`config.mk`:
```
export PLATFORM = sky130hd
export DESIGN_NAME = stream_demux
export DESIGN_NICKNAME = d
export VERILOG_FILES = /design/src/rtl/stream_demux_pkg.sv /design/src/rtl/stream_demux_slot.sv /design/src/rtl/stream_demux.sv
export SDC_FILE = /design/constraint.sdc
export NUM_CORES = 1
export LEC_CHECK = 0
export ABC_AREA = 1
export ABC_CLOCK_PERIOD_IN_PS = 6960
export CAP_MARGIN = 10
export CORE_ASPECT_RATIO = 0.75
export CORE_MARGIN = 2
export CORE_UTILIZATION = 43
export CTS_CLUSTER_DIAMETER = 30
export DETAILED_ROUTE_END_ITERATION = 12
export PLACE_DENSITY_LB_ADDON = 0.15
export SLEW_MARGIN = 20
export SYNTH_ARGS = -nofsm -noshare
export SYNTH_HDL_FRONTEND = slang
export SYNTH_SLANG_ARGS = --single-unit
```
`constraint.sdc`:
```
create_clock -name clk -period 6.96 [get_ports clk]
set_input_delay 1.74 -clock clk [delete_from_list [all_inputs] [get_ports clk]]
set_output_delay 1.74 -clock clk [all_outputs]
set_load 0.005 [all_outputs]
```
`src/rtl/stream_demux_pkg.sv`:
```
// Shared defaults and the select-width helper for the stream_demux block.
// Optional error reporting is controlled by STREAM_DEMUX_ERR_EN (see stream_demux.sv).
package stream_demux_pkg;

  localparam int DEMUX_N_DEF = 6;
  localparam int DEMUX_W_DEF = 32;

  // ceil(log2(n)), never less than 1 so a 2-channel demux still has a select bit
  function automatic int sel_width(input int n);
    int w;
    w = 1;
    for (int i = 1; i < 31; i++) begin
      if ((1 << i) < n) w = i + 1;
    end
    return w;
  endfunction

endpackage

```
`src/rtl/stream_demux_slot.sv`:
```
// One output channel of stream_demux: a holding register with a valid flag.
// A load in the same cycle as a drain wins, so the channel sustains one word per cycle.
module stream_demux_slot
  import stream_demux_pkg::*;
#(
  parameter int W = DEMUX_W_DEF
) (
  input  logic         clk,
  input  logic         reset,
  input  logic         load,
  input  logic [W-1:0] load_data,
  input  logic         out_ready,
  output logic         out_valid,
  output logic [W-1:0] out_data,
  output logic         can_accept
);

  assign can_accept = ~out_valid | out_ready;

  // data only changes on a load, so it is stable while the consumer stalls
  always_ff @(posedge clk or posedge reset) begin
    if (reset) begin
      out_valid <= 1'b0;
      out_data  <= '0;
    end else if (load) begin
      out_valid <= 1'b1;
      out_data  <= load_data;
    end else if (out_ready) begin
      out_valid <= 1'b0;
    end
  end

endmodule

```
`src/rtl/stream_demux.sv`:
```
// Registered 1:N stream demultiplexer with per-channel valid/ready holding slots.
// Define STREAM_DEMUX_ERR_EN to add the err port flagging accepted out-of-range selects.
module stream_demux
  import stream_demux_pkg::*;
#(
  parameter int N     = DEMUX_N_DEF,
  parameter int W     = DEMUX_W_DEF,
  parameter int SEL_W = sel_width(N)
) (
  input  logic             clk,
  input  logic             reset,
  input  logic             in_valid,
  output logic             in_ready,
  input  logic [SEL_W-1:0] in_sel,
  input  logic [W-1:0]     in_data,
  output logic [N-1:0]     out_valid,
  input  logic [N-1:0]     out_ready,
  output logic [N*W-1:0]   out_data
`ifdef STREAM_DEMUX_ERR_EN
  ,
  output logic             err
`endif
);

  logic [N-1:0] hit;
  logic [N-1:0] load;
  logic [N-1:0] can_accept;

  always_comb begin
    hit = '0;
    for (int i = 0; i < N; i++) begin
      hit[i] = (in_sel == SEL_W'(i));
    end
  end

  // an out-of-range select matches no channel and is accepted and dropped
  always_comb begin
    in_ready = 1'b1;
    for (int i = 0; i < N; i++) begin
      if (hit[i]) in_ready = can_accept[i];
    end
  end

  assign load = hit & {N{in_valid & in_ready}};

  for (genvar i = 0; i < N; i++) begin : g_slot
    stream_demux_slot #(.W(W)) u_slot (
      .clk        (clk),
      .reset      (reset),
      .load       (load[i]),
      .load_data  (in_data),
      .out_ready  (out_ready[i]),
      .out_valid  (out_valid[i]),
      .out_data   (out_data[i*W +: W]),
      .can_accept (can_accept[i])
    );
  end

`ifdef STREAM_DEMUX_ERR_EN
  always_ff @(posedge clk or posedge reset) begin
    if (reset) err <= 1'b0;
    else       err <= in_valid & ~|hit;
  end
`endif

endmodule

```
==> out/summary.md <==
The maximum number of buffers from clock root to sink was 2; the total of endpoints with negative setup slack in the final report was 0. Setup slack on the critical path of the routed design comes to 1.45 ns. In this run the number of H-tree levels came out at 4. After layout, the worst path uses 79.1% of the clock period. For flop-to-flop paths, the worst setup slack is 3.90 ns.

The largest total area in the synthesized netlist belongs to dfrtp_1. In the final layout, the share of cells above drive strength 1 is 4.89%. The clock reaches the later pin of the worst-skew pair after 0.42 ns. Once detailed placement completed, the half-perimeter wirelength came to 16000 um. The logs give 26.3% for the remaining max-slew budget at the tightest pin and 0 for the total global routing overflow. Summed over all nets, the switching power comes to 0.000984 W.

The number of antenna violations at the first check in global routing was 0. Data on the critical path arrives at its endpoint at 3.77 ns. The number of hold buffers added after CTS was 0. Buffers added to address setup during post-CTS repair amount to 0. The required time of the worst setup path is 5.22 ns, and the number of maximum-capacitance constraint violations is 0.

Counting every sink on the clock net gives 198. The mean number of vias per cell was 5.47. Between clock sinks in the finished design, the worst skew comes to 0.00876 ns.

The total routed wirelength was 26700 um. The capture point of the worst path was in_ready. The run gives 182 MHz as the top achievable clock speed. Post-CTS repair changed the size of 0 cells. Number of nets produced by synthesis: 963. The total inserted antenna cells was 0; the setup TNS was 0 ns.

The hold violation total from the final report is 0, and the via count of the first global-routing pass is 7186. Ranked by total cell area, the synthesized netlist is headed by dfrtp_1, nand2_1, nand4_1. The clock root buffer is clkbuf_16. Buffers placed on the I/O ports in this run total 242. For the pin with the worst max-slew slack, the measured transition is 1.11 ns. The launch point of the worst reg-to-reg path was g_slot[0].u_slot.out_valid.

In the final design database the tool counted 1155 nets. Across the VDD grid, the largest voltage drop is 0.158 mV. The net switching fraction of the power was 28.5%. In this run the horizontal extent of the chip is 164 um. Counting cells, the worst reg-to-reg path comes to 9.

In this run the worst path has a maximum fanout of 35. In this run the most critical hold path is launched from g_slot[3].u_slot.out_data[3]. Before CTS, the worst setup slack after placement is 1.42 ns. During synthesis, Yosys emitted a total of 0 warnings. Entering global routing, the biggest net connects 155 pins. Sequential cells were found to cover 60.2% of the synthesized design area.

The worst register-to-register path ends at g_slot[4].u_slot.out_data[7]. The relative contribution of sequential cells to total power is 45.0%, and the weighted congestion reported at the end of routability-driven placement is 0.797. The row count was 43; the post-synthesis instance area was 8240 um2. The layout-stage area growth over the synthesis result is 37.4%. In the global route stage, overall resource usage came out at 26.9%. The run gives 14 as the number of different library cells in the post-synthesis netlist. The number of max-slew violations in the final report is 0. Area share of the largest cell type after synthesis: 60.2%.

Counting the buffers created by CTS gives 17. Class of the most critical hold timing path: reg -> reg. The total via count in the routed design was 7493; the post-route minimum period was 5.51 ns. The endpoint type of the worst setup path was a primary output. The final worst hold slack was 0.480 ns; the register bit total from synthesis was 198. The critical path starts at in_sel[1]. The antenna violation net count after detailed routing was 0; the number of cells on the worst hold path was 2. In this run the standard cell core region covers 18600 um2.

The die covers 20300 um2. Setup repair after global routing left no endpoint under its margin. From bottom edge to top edge, the die measures 124 um.

The tools report the wire length of the first global-routing pass as 41600 um. The pre-antenna-repair detailed-routing pass consisted of 6 iterations. The starting density of the core is 44.2%, and the cell leakage power is 5.50 nW. The mean instance size in the synthesized netlist is 8.96 um2.

STA classifies the critical path startpoint as an input port. After detailed routing, the average wire length per cell comes to 19.5 um. Cell count after synthesis: 919.

The DRC marker count from the first detailed-route iteration is 766. The setup path with the least slack is of type in -> out. The clock network is responsible for 28.2% of the overall power.

After detailed routing, the number of remaining DRC violations is 0. Per report_power, the combinational group accounts for 26.8% of the total. For this design the ratio of total power to cell area is 304 nW/um2.

The I/O pin count was 243. After clock tree synthesis, the clock-pin slew on the worst setup and hold paths is 0.07 ns. The flow ran to the end, and the final reports show no timing, DRC or antenna violations. Internal power comes to 0.00246 W. TritonCTS built the clock tree.
[cells in the mapped netlist]
library cell / instances
o21ai_0: 1
nor2_1: 13
nand4_1: 199
inv_1: 15
nor2_2: 1
nand2_1: 399
o21ai_1: 2
buf_2: 37
buf_4: 6
inv_2: 4
clkbuf_1: 37
buf_1: 5
dfrtp_1: 198
nand3_1: 2
[flip-flops by register name, summed over array words and instances (netlist names)]
register                 flops
g_slot.u_slot.out_valid      6
g_slot.u_slot.out_data     192
[power by group through the flow]
stage | combinational [W] | clock, W | sequential [W]
after floorplan | 0.000271 | 0 | 0.00157
after global placement | 0.000916 | 0 | 0.00157
after detailed placement | 0.000930 | 0 | 0.00156
after CTS | 0.000933 | 0.000987 | 0.00155
after global routing | 0.00102 | 0.00103 | 0.00158
final | 0.000925 | 0.000971 | 0.00155
[cell families (layout without fill, tap and decap cells)]
family / after synthesis / in the layout / synth area share, %
and+or+nand+nor: 614 / 614 / 34.1
DFF: 198 / 198 / 60.2
AOI/OAI and AO/OA: 3 / 3 / 0.182
buffers and inverters: 104 / 309 / 5.57
[worst max-delay path: stages]
cell and delay, ns:
clkdlybuf4s50_1 0.48, nor2_1 0.18, nand2_1 0.10, inv_2 0.50, nand2_1 0.10, nand4_1 0.16, nor2_4 0.04, clkdlybuf4s50_1 0.46
[cell type report]
cell class                 instances  area [um2]
clock inverter                    12         120
inverter                          19        75.1
tap                              247         309
fill                            1657        7300
multi-input combinational        617        2840
clock buffer                      20         457
timing repair buffer             258        2570
sequential                       198        4950
[layer usage]
layer	track usage, %	wire length (um)	vias up
li1	-	-	3483
met1	38.5	11800	3661
met2	40.6	12000	326
met3	8.16	2550	23
met4	5.76	313	0
met5	0	0	-
[stage by stage]
| step | std cells | utilization [%] | total power (W) | instance area [um2] |
|---|---|---|---|---|
| 6_report | 1371 | 60.8 | 0.00345 | 11300 |
| 5_1_grt | 1371 | 60.8 | 0.00363 | 11300 |
| 4_1_cts | 1370 | 60.7 | 0.00347 | 11300 |
| 3_5_place_dp | 1338 | 57.6 | 0.00249 | 10700 |
| 3_3_place_gp | 1338 | 57.6 | 0.00248 | 10700 |
| 2_1_floorplan | 919 | - | 0.00184 | 8240 |
[cell usage in the layout, fill, tap and decap left out]
master,count
nand2_1,399
clkdlybuf4s50_1,241
nand4_1,199
dfrtp_1,198
clkbuf_16,17
inv_1,14
buf_4,14
nor2_1,12
clkinvlp_4,7
inv_2,4
nand3_1,2
nor2_4,2
o21ai_1,2
inv_8,2
clkbuf_8,2
buf_12,2
o21ai_0,1
clkbuf_1,1
clkinv_2,1
clkinv_4,1
bufinv_16,1
inv_6,1
buf_6,1
[worst min path at each step]
stage	to	slack [ns]
floorplan	g_slot[0].u_slot.out_valid	0.47
global placement	g_slot[2].u_slot.out_data[28]	0.46
detailed placement	g_slot[3].u_slot.out_data[17]	0.47
CTS	g_slot[4].u_slot.out_data[18]	0.48
global route	g_slot[4].u_slot.out_data[31]	0.50
finish	g_slot[3].u_slot.out_data[3]	0.48
No activity file was read; power rests on OpenSTA's default activity.
